## config.mk

```make
export PLATFORM = sky130hd
export DESIGN_NAME = bram_window_fetch
export DESIGN_NICKNAME = d
export VERILOG_FILES = /design/src/rtl/bram_window_fetch.sv
export SDC_FILE = /design/constraint.sdc
export NUM_CORES = 1
export LEC_CHECK = 0
export ABC_AREA = 1
export BUFFER_PORTS_ARGS = -buffer_cell sky130_fd_sc_hd__buf_2
export CORE_UTILIZATION = 36
export CTS_BUF_LIST = sky130_fd_sc_hd__clkbuf_8
export DETAILED_ROUTE_END_ITERATION = 16
export PLACE_DENSITY = 0.61
export SETUP_SLACK_MARGIN = 0.1
export SLEW_MARGIN = 20
export SYNTH_ARGS = -nofsm -noshare
export SYNTH_HDL_FRONTEND = slang
export SYNTH_SLANG_ARGS = --single-unit
```

## constraint.sdc

```tcl
create_clock -name clka -period 4.4 [get_ports clka]
set_input_delay 0.44 -clock clka [delete_from_list [all_inputs] [get_ports clka]]
set_output_delay 0.44 -clock clka [all_outputs]
set_load 0.01 [all_outputs]
```

## src/rtl/bram_window_fetch.sv

```systemverilog
// Raster-scans an IMG_W x IMG_H image held in a single-port BRAM and emits one 3x3
// neighbourhood per pixel. Define REPLICATE_BORDER_EN for edge replication instead of zero padding.

`ifndef ADDR_WIDTH
`define ADDR_WIDTH 18
`endif
`ifndef BIT_WIDTH
`define BIT_WIDTH 8
`endif

module bram_window_fetch #(
    parameter int IMG_W = 512,
    parameter int IMG_H = 512
) (
    input  logic                      clka,
    input  logic                      rst_n,
    input  logic                      start,
    output logic                      busy,
    output logic                      done,
    output logic                      bram_ena,
    output logic                      bram_wea,
    output logic [`ADDR_WIDTH-1:0]    bram_addra,
    input  logic [`BIT_WIDTH-1:0]     bram_douta,
    output logic                      win_valid,
    input  logic                      win_ready,
    output logic [9*`BIT_WIDTH-1:0]   win_data,
    output logic [`ADDR_WIDTH-1:0]    win_addr
);

    localparam int AW    = `ADDR_WIDTH;
    localparam int BW    = `BIT_WIDTH;
    localparam int COL_W = $clog2(IMG_W);
    localparam int ROW_W = $clog2(IMG_H);

    typedef enum logic [2:0] {
        S_IDLE,
        S_FETCH,
        S_WAIT,
        S_EMIT,
        S_DONE
    } state_t;

    state_t            r_state;
    state_t            w_state_nxt;
    logic [3:0]        r_k;
    logic [ROW_W-1:0]  r_row;
    logic [COL_W-1:0]  r_col;
    logic [BW-1:0]     r_slot [9];
    logic              r_cap_en;
    logic              r_cap_zero;
    logic [3:0]        r_cap_slot;

    logic [1:0]        w_dr;
    logic [1:0]        w_dc;
    logic [10:0]       w_nb_row;
    logic [10:0]       w_nb_col;
    logic [10:0]       w_rd_row;
    logic [10:0]       w_rd_col;
    logic              w_rd_en;
    logic [AW-1:0]     w_rd_addr;
    logic              w_last;
    logic              w_accept;

    // Neighbour offset for fetch step k: row offset k/3, column offset k%3 (both biased by +1).
    always_comb begin
        w_dr = 2'd0;
        w_dc = 2'd0;
        case (r_k)
            4'd0, 4'd1, 4'd2: w_dr = 2'd0;
            4'd3, 4'd4, 4'd5: w_dr = 2'd1;
            default:          w_dr = 2'd2;
        endcase
        case (r_k)
            4'd0, 4'd3, 4'd6: w_dc = 2'd0;
            4'd1, 4'd4, 4'd7: w_dc = 2'd1;
            default:          w_dc = 2'd2;
        endcase
    end

    // A coordinate of -1 wraps to 2047, so one unsigned compare covers both image edges.
    assign w_nb_row = 11'(r_row) + 11'(w_dr) - 11'd1;
    assign w_nb_col = 11'(r_col) + 11'(w_dc) - 11'd1;

`ifdef REPLICATE_BORDER_EN
    always_comb begin
        w_rd_row = w_nb_row;
        w_rd_col = w_nb_col;
        if (w_nb_row[10])                   w_rd_row = 11'd0;
        else if (w_nb_row >= 11'(IMG_H))    w_rd_row = 11'(IMG_H - 1);
        if (w_nb_col[10])                   w_rd_col = 11'd0;
        else if (w_nb_col >= 11'(IMG_W))    w_rd_col = 11'(IMG_W - 1);
    end
    assign w_rd_en = 1'b1;
`else
    assign w_rd_row = w_nb_row;
    assign w_rd_col = w_nb_col;
    assign w_rd_en  = (w_nb_row < 11'(IMG_H)) && (w_nb_col < 11'(IMG_W));
`endif

    assign w_rd_addr = (AW'(w_rd_row) << COL_W) | AW'(w_rd_col);
    assign win_addr  = (AW'(r_row) << COL_W) | AW'(r_col);
    assign w_last    = (r_row == ROW_W'(IMG_H - 1)) && (r_col == COL_W'(IMG_W - 1));
    assign w_accept  = (r_state == S_EMIT) && win_ready;
    assign bram_wea  = 1'b0;

    always_comb begin
        for (int i = 0; i < 9; i++) begin
            win_data[i*BW +: BW] = r_slot[i];
        end
    end

    // NOTE: every output of this block gets a default first so no path can infer a latch.
    always_comb begin
        w_state_nxt = r_state;
        busy        = 1'b0;
        done        = 1'b0;
        win_valid   = 1'b0;
        bram_ena    = 1'b0;
        bram_addra  = '0;
        case (r_state)
            S_IDLE: begin
                if (start) w_state_nxt = S_FETCH;
            end
            S_FETCH: begin
                busy       = 1'b1;
                bram_ena   = w_rd_en;
                bram_addra = w_rd_en ? w_rd_addr : '0;
                if (r_k == 4'd8) w_state_nxt = S_WAIT;
            end
            S_WAIT: begin
                busy        = 1'b1;
                w_state_nxt = S_EMIT;
            end
            S_EMIT: begin
                busy      = 1'b1;
                win_valid = 1'b1;
                if (win_ready) w_state_nxt = w_last ? S_DONE : S_FETCH;
            end
            S_DONE: begin
                busy        = 1'b1;
                done        = 1'b1;
                w_state_nxt = S_IDLE;
            end
            default: w_state_nxt = S_IDLE;
        endcase
    end

    // NOTE: state is updated with non-blocking assignments so every register samples pre-edge values.
    always_ff @(posedge clka) begin
        if (!rst_n) begin
            r_state    <= S_IDLE;
            r_k        <= 4'd0;
            r_row      <= '0;
            r_col      <= '0;
            r_cap_en   <= 1'b0;
            r_cap_zero <= 1'b0;
            r_cap_slot <= 4'd0;
            // NOTE: the window slots are plain flops, not RAM, so clearing them on reset is cheap.
            for (int i = 0; i < 9; i++) begin
                r_slot[i] <= '0;
            end
        end else begin
            r_state <= w_state_nxt;
            r_k     <= (r_state == S_FETCH && r_k != 4'd8) ? r_k + 4'd1 : 4'd0;

            // Read data lags the address by one cycle, so the slot write is deferred by one cycle.
            r_cap_en   <= (r_state == S_FETCH);
            r_cap_slot <= r_k;
            r_cap_zero <= !w_rd_en;
            for (int i = 0; i < 9; i++) begin
                if (r_cap_en && r_cap_slot == 4'(i)) begin
                    r_slot[i] <= r_cap_zero ? '0 : bram_douta;
                end
            end

            if (r_state == S_IDLE && start) begin
                r_row <= '0;
                r_col <= '0;
            end else if (w_accept) begin
                if (w_last) begin
                    r_row <= '0;
                    r_col <= '0;
                end else if (r_col == COL_W'(IMG_W - 1)) begin
                    r_col <= '0;
                    r_row <= r_row + 1'b1;
                end else begin
                    r_col <= r_col + 1'b1;
                end
            end
        end
    end

endmodule

```

After elaboration in Yosys (flattened, before gate mapping) --
Memories as Yosys holds them, arrays and structs flattened. Cells that the tools add are included.
Word-level totals: bits in read-only memories 0, logic and storage cells 138, RAM bits 72, memories kept 1, output and inout port bits 113, bits in registers 31, input port bits 12, bits in latches 0
Cells by class: reductions and logical operators 28, magnitude comparators 2, shifts and indexed selects 0, mux-type cells 55, div/mod/pow operators 0, $add $sub $neg 7, equal/unequal tests 26, bitwise logic cells 12, $mul 0
Memory list:
- r_slot | words 9, bits a word 8, read ports 9, clocked after Yosys merged registers in 0, wr ports 9, line 48 | logic [BW-1:0] r_slot [9];
Operators by type and width (number):
- 2-to-1 mux 8 bit | 10
- 2-to-1 mux 18 bit | 2
- 2-to-1 mux 9 bit | 4
- equality test 4 x 3 -> 1 bit (second input constant) | 8
- 2-to-1 mux 1 bit | 32
- less-than comparator 11 x 10 -> 1 bit (second input constant) | 2
- subtractor 10 x 1 -> 11 bit (second input constant) | 2
- adder 9 x 2 -> 10 bit | 2
- adder 9 x 1 -> 9 bit (second input constant) | 2
- equality test 9 bit (second input constant) | 2
- OR 18 x 11 -> 18 bit | 1
- OR 18 x 9 -> 18 bit | 1
- equality test 4 x 2 -> 1 bit (second input constant) | 4
- logical AND 1 bit | 14
- 2-to-1 mux 3 bit | 4
- case mux 3 bit (4 select lines) | 1
- OR reduction 3 bit | 4
- OR 1 bit | 9
- equality test 4 x 1 -> 1 bit (second input constant) | 2
- equality test 4 bit (second input constant) | 2
- zero test 4 bit | 2
- case mux 2 bit (2 select lines) | 2
- equality test 3 x 2 -> 1 bit (second input constant) | 2
- != test 2 bit (second input constant) | 3
- 12 further kinds | 13

Longest topological paths before layout --
Gate-level depths: netlist (run 1).
depth in word-level cells 9, depth in mapped cells 22, mapped depth without buffers 21

Worst setup path after synthesis (run 1) --
OpenSTA, ideal clock, no wires.
path kind register to output, start register r_k[0], end output bram_addra[10], stages on the path, launching flop included 23, slack 0.857 ns, arrival 3.103 ns, path through dfxtp_1 -> inv_1 -> ha_1 -> or2_2 -> a22oi_1 -> nand3_1 -> ha_1 -> inv_1 -> ha_1 -> inv_1 -> fa_1 -> inv_1 -> nand2_1 -> nand2_1 -> nand3_1 -> nand2_1 -> nand2_1 -> nand2_1 -> nand2_1 -> inv_1 -> nand3_4 -> buf_6 -> nor2_2
Between the ends: word-level cells in the longest chain between the ends 9
RTL lines:
- start: declaration | line 45 | logic [3:0] r_k;
- start signal: assignment | line 164 | r_k <= (r_state == S_FETCH && r_k != 4'd8) ? r_k + 4'd1 : 4'd0;
- equality test 4 x 3 -> 1 bit (tied with other cells) | line 68, 73
- OR reduction 3 bit (on tied branches) | line 68, 73
- case mux 2 bit (2 select lines) (on tied branches) | line 68, 73
- adder 9 x 2 -> 10 bit (on tied branches) | line 81, 82
- subtractor 10 x 1 -> 11 bit (on tied branches) | line 81, 82
- less-than comparator 11 x 10 -> 1 bit | line 97 | assign w_rd_en = (w_nb_row < 11'(IMG_H)) && (w_nb_col < 11'(IMG_W));
- logical AND 1 bit | line 97
- 2-to-1 mux 18 bit * | line 127 | bram_addra = w_rd_en ? w_rd_addr : '0;
- 2-to-1 mux 18 bit * | line 120 | case (r_state)
- end: declaration | line 22 | output logic [`ADDR_WIDTH-1:0] bram_addra,
Mark *: on every way between the ends. The rest lies on a longest branch, timed or not.

Final worst setup path (run 1) --
start register r_k[0], end output bram_addra[3]
The elaborated chain is that of the path after synthesis.

==> metrics.md, run 1 <==
| Metric | Value |
|---|---|
| Outcome | `finished clean` |
| Fin crit share | `0.916` |
| ANT nets after route | `0` |
| Final setup vio count | `0` |
| First-pass GRT wire length | `17600 um` |
| WL/cell | `13.5 um` |
| Core area | `13300 um2` |
| Crit path from | `r_k[0]$_SDFF_PN0_` |
| Storage cell area | `2790 um2` |
| Initial DRC count | `197` |
| Worst clock skew | `0.0168 ns` |
| Post-DP HPWL | `8340 um` |
| Die area | `14300 um2` |
| Ys flop type | `edfxtp_1` |
| Largest net degree at the start of global routing | `21` |
| Area grow syn2layout | `22.4%` |
| Cell taking the most area after synthesis | `edfxtp_1` |
| Total clock sinks | `103` |
| Gr usage total | `0.159` |
| Total power | `1930 uW` |
| Top Ports | `125` |
| Worst Max-Slew Pin Slew | `0.768 ns` |
| CTS tree | `done` |
| Hold Worst Slack | `0.437 ns` |
| Mapped Cells | `501` |
| Max_cap viols | `0` |
| Most used cell, CP | `nand2_1` |
| CP peak stage delay | `0.39 ns` |
| Pins Over Slew Limit | `0` |
| Clock Latency Late Sink | `0.38 ns` |
| TritonCTS Buffers | `9` |
| CTS max path bufs | `2` |
| Multi-input combinational cell area | `1880 um2` |
| Max Clock Freq | `0.248 GHz` |
| Filler Cell Count | `1291` |
| Leakage | `0.00298 uW` |
| Asr flop ratio synth | `0` |
| Starting Density | `0.372` |
| Critical path class | `reg2out` |
| Initial antenna violation count | `0` |
| Routed Wire Length | `11000 um` |
| Reg2reg end | `r_cap_zero$_SDFF_PN0_` |
| Yosys top cell area share | `0.435` |
| Synth cell types | `38` |
| RSZ-0062 raised after global routing | `false` |
| Htree depth | `3` |
| VDD IR max | `0.193 mV` |
| Routability congestion estimate | `0.892` |
| Clock period minus worst slack | `4.03 ns` |
| Req. time, crit path | `3.96 ns` |
| Mapped Nets | `555` |
| Root Buffer | `clkbuf_8` |
| Crit end category | `output pin` |
| R2r setup slk | `1.47 ns` |
| Post-layout nets | `688` |
| Mapped cell area | `4970 um2` |
| Number of diodes | `0` |
| Hold Vio Cnt, Final | `0` |
| Avg Cell Area, Syn | `9.92 um2` |
| CTS Hold Bufs | `0` |
| Die H | `119 um` |
| Cell Chain, Critical Path | `inv_1 -> ha_1 -> or2_2 -> o21ai_0 -> nand2_1 -> ha_1 -> inv_1 -> ha_1 -> fa_2 -> nand2_1 -> nand2_1 -> nand3_1 -> nand2_1 -> nand2_1 -> nand2_1 -> nor2_4 -> nand3_4 -> clkbuf_16 -> nor2_1 -> buf_2` |
| Drt via density | `4.66` |
| Clock transition at path regs | `0.10 ns` |
| Slew HR | `0.486` |
| Die width | `119 um` |
| Post-synth EDFFs | `72` |
| Area contributors post-synth | `edfxtp_1 44%, dfxtp_1 12%, ha_1 10%` |
| Post-route cell area | `6080 um2` |
| Area post-placement | `5770 um2` |
| Number of synthesized register bits | `103` |
| CP endpoint | `bram_addra[3]` |
| Crit path max-delay cell type | `dfxtp_4` |
| Port-buffer cells | `123` |
| Grt ovf | `0` |
| Sequential fraction of the synthesis area | `0.560` |
| Worst r2r src | `r_k[0]$_SDFF_PN0_` |
| Crit path max fanout | `8` |
| 1st-pass router iterations | `4` |
| Min-delay worst type | `in2reg` |
| Commonest cells in the netlist | `93 x nand2_1, 78 x inv_1, 72 x edfxtp_1` |
| Most frequent cell after synthesis | `nand2_1` |
| CP Data Arrival Time | `3.59 ns` |
| Vias in the first global route | `3589` |
| Pwr Density | `317 nW/um2` |
| # DRC | `0` |
| CP Launch Type | `flip-flop` |
| Register-to-Register Path Depth | `19` |
| Rows | `42` |
| Setup TNS | `0 ns` |
| Layout cells sized above 1 | `0.274` |
| Synth warnings | `0` |
| Vias | `3795` |
## layout by cell type (no fill, tap or decap), types with 2 or more instances in the layout
cell type  count
inv_6          2
nand2_1       93
o21ai_0       14
a211oi_1       2
o21a_1         2
nand4_1        2
nor3_1         9
and2_1         2
a31oi_1        3
nor2_2        10
clkbuf_8       9
or2_2          3
inv_2          3
xnor2_1        4
dfxtp_1       29
edfxtp_1      72
ha_1          39
a21oi_1       23
buf_2        123
inv_8          4
xor2_1         8
fa_2           2
nor2_1        53
inv_1         76
a22oi_2        2
dfxtp_4        2
o21bai_1       2
nor2_4         3
nand3_1       26
## flip-flops by register name, indices dropped and copies added (netlist names)
register / flops
r_cap_zero: 1
r_cap_slot: 4
r_k: 4
r_state: 3
r_col: 9
r_slot: 72
r_cap_en: 1
r_row: 9
## layout make-up
cell class / instances / area share
Clock buffer: 9 / 0.0204
Clock inverter: 7 / 0.0152
Multi-Input combinational cell: 314 / 0.309
Sequential cell: 103 / 0.459
Timing Repair Buffer: 127 / 0.112
Inverter: 79 / 0.0487
Tap cell: 176 / 0.0362
## metrics by stage
stage | std cells | util | worst slack (ns)
floorplan | 501 | - | 0.857
global placement | 795 | 0.433 | 0.507
detailed placement | 795 | 0.433 | 0.351
CTS | 813 | 0.451 | 0.113
global route | 815 | 0.456 | 0.120
finish | 815 | 0.456 | 0.371
## how the worst min path moves through the flow
stage                                 start                  endpoint  cells after the start
after floorplan           r_k[2]$_SDFF_PN0_  r_cap_slot[2]$_SDFF_PN0_                      2
after global placement    r_k[2]$_SDFF_PN0_  r_cap_slot[2]$_SDFF_PN0_                      2
after detailed placement  r_k[2]$_SDFF_PN0_  r_cap_slot[2]$_SDFF_PN0_                      2
after CTS                             rst_n  r_cap_slot[1]$_SDFF_PN0_                      3
after global routing                  rst_n  r_cap_slot[3]$_SDFF_PN0_                      3
final                                 rst_n  r_cap_slot[2]$_SDFF_PN0_                      3
## logic make-up (layout without fill, tap and decap cells)
| logic type | Yosys count | in the layout | share of synthesized area |
|---|---|---|---|
| flops | 103 | 103 | 0.560 |
| compound gates | 51 | 51 | 0.0574 |
| simple gates | 208 | 208 | 0.186 |
| fa+ha+maj | 42 | 42 | 0.109 |
| buf+inv | 84 | 222 | 0.0660 |
| other cells | 1 | 1 | 0.000755 |
| xor+xnor | 12 | 12 | 0.0211 |
## critical path, delay by kind of cell (launching register included)
| kind | cells | cell delay, ns |
|---|---|---|
| AO/OA/AOI/OAI | 1 | 0.15 |
| adder cells (fa/ha/maj) | 4 | 1.09 |
| buffers and inverters | 4 | 0.45 |
| flip-flops | 1 | 0.39 |
| AND/OR/NAND/NOR | 11 | 1.15 |
## power by group
group | total [uW] | internal [uW] | switching, uW | leakage, uW
Clock | 641 | 283 | 358 | 0.000112
Sequential | 1080 | 1070 | 15.2 | 0.000996
Combinational | 202 | 73.7 | 128 | 0.00188
Total | 1930 | 1430 | 501 | 0.00298
## layer usage
layer,vias up,global-route usage,share of wire
met2,134,0.266,0.46
met5,-,0,0
li1,1901,-,-
met3,14,0.0361,0.056
met4,0,0.0438,0.014
met1,1746,0.205,0.47
## what timing repair did
action | CTS | global route
setup buffers | 2 | 1
gates cloned | 0 | 1
hold endpoints to repair | 0 | 0
endpoints found under the setup margin | 19 | 19
gates resized for setup | 2 | 12
pin swaps | 0 | 2
Note: power is estimated with default switching activity, not from simulation.
==> inputs of run 2 (changes only) <==
- CELL_PAD_IN_SITES_DETAIL_PLACEMENT: unset -> 0
- CELL_PAD_IN_SITES_GLOBAL_PLACEMENT: unset -> 1
- PLACE_DENSITY: 0.61 -> 0.75
- RECOVER_POWER: unset -> 25
==> run 2 against run 1 <==
Final cell count increased by 0.49%. Power decreased by 4.4%. Sequential share of layout area increased by 0.36 points. Clock skew decreased by 0.0079 ns. Largest cell class unchanged. Clock power decreased by 14%. Non-clock buffer count increased by 5. Worst hold slack about the same. Critical endpoint is now bram_addra[6]. Highest routed layer unchanged. Combinational power increased by 2%.
==> metrics.md, run 2 (synthesized netlist as in run 1, its figures left out) <==
| Metric | Value |
|---|---|
| Outcome | `finished clean` |
| Die area | `14300 um2 (unchanged)` |
| First-pass GRT wire length | `17300 um (-1.7%)` |
| Hold Worst Slack | `0.437 ns (+0.000417 ns)` |
| Max_cap viols | `0 (unchanged)` |
| CP Data Arrival Time | `3.62 ns (+0.03 ns)` |
| Biggest regs | `r_slot x72, r_col x9, r_row x9` |
| Worst Max-Slew Pin Slew | `0.797 ns (+0.0293 ns)` |
| Cell count after placement | `795 (unchanged)` |
| Initial antenna violation count | `0 (unchanged)` |
| Fin crit share | `0.922 (+0.00649)` |
| CTS max path bufs | `2 (unchanged)` |
| Starting Density | `0.372 (unchanged)` |
| Logic pwr share | `0.112 (+0.007)` |
| CP peak stage delay | `0.37 ns (-0.02 ns)` |
| Seq pwr share | `0.589 (+0.026)` |
| Die H | `119 um (unchanged)` |
| CP Launch Type | `flip-flop` |
| Layout cells sized above 1 | `0.185 (-0.0888)` |
| Sw power | `486 uW (-3.0%)` |
| Top Ports | `125 (unchanged)` |
| Slew HR | `0.467 (-0.0196)` |
| Most used cell, CP | `nand2_1` |
| Pwr Density | `305 nW/um2 (-3.7%)` |
| Register-to-Register Path Depth | `22 (+3)` |
| # DRC | `0 (unchanged)` |
| Critical path class | `reg2out` |
| Final Non-Filler Cells | `819 (+0.49%)` |
| Post-layout nets | `693 (+0.73%)` |
| Crit path from | `r_k[1]$_SDFF_PN0_` |
| R2r setup slk | `1.48 ns (about the same)` |
| Pins Over Slew Limit | `0 (unchanged)` |
| CTS Hold Bufs | `0 (unchanged)` |
| GRT Max-Usage Layer | `met2` |
| Rows | `42 (unchanged)` |
| Sw Ratio | `0.264 (+0.00387)` |
| Crit path max fanout | `7 (-1)` |
| Total clock sinks | `103 (unchanged)` |
| Met2 Usage GRT | `0.280 (+0.0145)` |
| Drt via density | `4.59 (-1.4%)` |
| Crit path max-delay cell type | `dfxtp_4` |
| Worst r2r src | `r_k[0]$_SDFF_PN0_` |
| Most frequent cells in the layout | `93 x nand2_1, 75 x inv_1, 72 x edfxtp_1` |
| Post-DP HPWL | `8440 um (+1.2%)` |
| Vias | `3761 (-0.90%)` |
| TritonCTS Buffers | `9 (unchanged)` |
| Clock Latency Late Sink | `0.37 ns (about the same)` |
| Routability congestion estimate | `0.817 (-8.5%)` |
| CP endpoint | `bram_addra[6]` |
| Req. time, crit path | `3.96 ns (about the same)` |
| Initial DRC count | `174 (-12%)` |
| 1st-pass router iterations | `4 (unchanged)` |
| Vias in the first global route | `3551 (-1.1%)` |
| P_int | `1360 uW (-4.9%)` |
| Crit end category | `output pin` |
| Port-buffer cells | `123 (unchanged)` |
| Grt ovf | `0 (unchanged)` |
| RSZ-0062 raised after global routing | `false` |
| Min-delay worst type | `in2reg` |
| Clock network power share | `0.299 (-0.034)` |
| Clock transition at path regs | `0.10 ns (about the same)` |
| GRT met3 Usage | `0.0247 (-0.0114)` |
| ANT nets after route | `0 (unchanged)` |
| Most common cell after layout, fill and taps aside | `nand2_1` |
| Number of diodes | `0 (unchanged)` |
| Largest net degree at the start of global routing | `19 (-9.5%)` |
| Worst clock skew | `0.00884 ns (-0.00791 ns)` |
| Max reg flops | `72 (unchanged)` |
| Gr usage total | `0.159 (+0.000196)` |
| WL/cell | `13.8 um (+2.5%)` |
| Area grow syn2layout | `21.5%` |
| Met1 Usage GRT | `0.190 (-0.0153)` |
| Htree depth | `3 (unchanged)` |
| Max Clock Freq | `0.246 GHz (-0.70%)` |
| VDD IR max | `0.163 mV (-16%)` |
| Biggest register | `r_slot` |
| Final setup vio count | `0 (unchanged)` |
| Root Buffer | `clkbuf_8` |
| CTS tree | `done` |
| Leakage | `0.00277 uW (-7.1%)` |
| Setup TNS | `0 ns (unchanged)` |
| Die width | `119 um (unchanged)` |
| Hold Vio Cnt, Final | `0 (unchanged)` |
| Clock period minus worst slack | `4.06 ns (+0.0285 ns)` |
| Reg2reg end | `r_cap_zero$_SDFF_PN0_` |
| Core area | `13300 um2 (unchanged)` |
| Routed Wire Length | `11300 um (+3.0%)` |
## run 2: cell count changes in the layout (fill, tap and decap cells not counted), moves of 2 or more
cell | before | now
buf_4 | 1 | 6
ha_1 | 39 | 37
inv_8 | 4 | 2
clkinvlp_4 | 0 | 2
clkbuf_1 | 0 | 64
ha_4 | 0 | 2
buf_2 | 123 | 59
## run 2: worst min-delay path by stage
stage	startpoint	slack, ns	cells after the start	to
2_1_floorplan	r_k[2]$_SDFF_PN0_	0.43	2	r_cap_slot[2]$_SDFF_PN0_
3_3_place_gp	r_k[2]$_SDFF_PN0_	0.47	2	r_cap_slot[2]$_SDFF_PN0_
3_5_place_dp	r_k[2]$_SDFF_PN0_	0.47	2	r_cap_slot[2]$_SDFF_PN0_
4_1_cts	rst_n	0.41	3	r_cap_slot[2]$_SDFF_PN0_
5_1_grt	rst_n	0.44	3	r_cap_slot[3]$_SDFF_PN0_
6_report	rst_n	0.44	3	r_cap_slot[2]$_SDFF_PN0_
## run 2: through the flow
stage	worst slack, ns	cell area (um2)	utilization	total power (uW)
floorplan	0.857	4970	-	1240
global placement	0.111	5770	0.433	1300
detailed placement	-0.0513	5770	0.433	1310
CTS	0.103	6050	0.453	1850
global route	0.0834	6040	0.452	1920
finish	0.342	6040	0.452	1840
## run 2: critical path: cells and delay by family, from the launching register on
kind                       cells  cell delay (ns)
and+or+nand+nor               10             0.82
AOI/OAI and AO/OA              1             0.06
adders and majority gates      4             0.87
buffers and inverters         10             1.13
DFF                            1             0.37
## run 2: area by class of cell
type	instances	area, um2
multi-input cells	314	1910
flip-flops and latches	103	2790
inverters	79	297
well taps	176	220
clock buffers	9	124
clock inverters	6	55.1
repair buffers	132	639
fillers	1356	7310
## run 2: timing repair
item	4_1_cts	5_1_grt
endpoints found under the hold margin	0	0
resized for setup	11	10
endpoints found under the setup margin	19	19
pin swaps	2	5
cloned	1	0
setup buffers	4	4
## run 2: routing by layer
metal,wire length (um),up-vias
met5,0,-
met3,646,12
met4,189,0
met1,5020,1713
met2,5450,123
li1,-,1913
## run 2: power groups by stage
stage	clock (uW)	combinational [uW]	sequential [uW]
CTS	565	204	1090
global placement	0	198	1110
finish	550	206	1090
global route	599	231	1090
detailed placement	0	198	1110
floorplan	0	115	1120
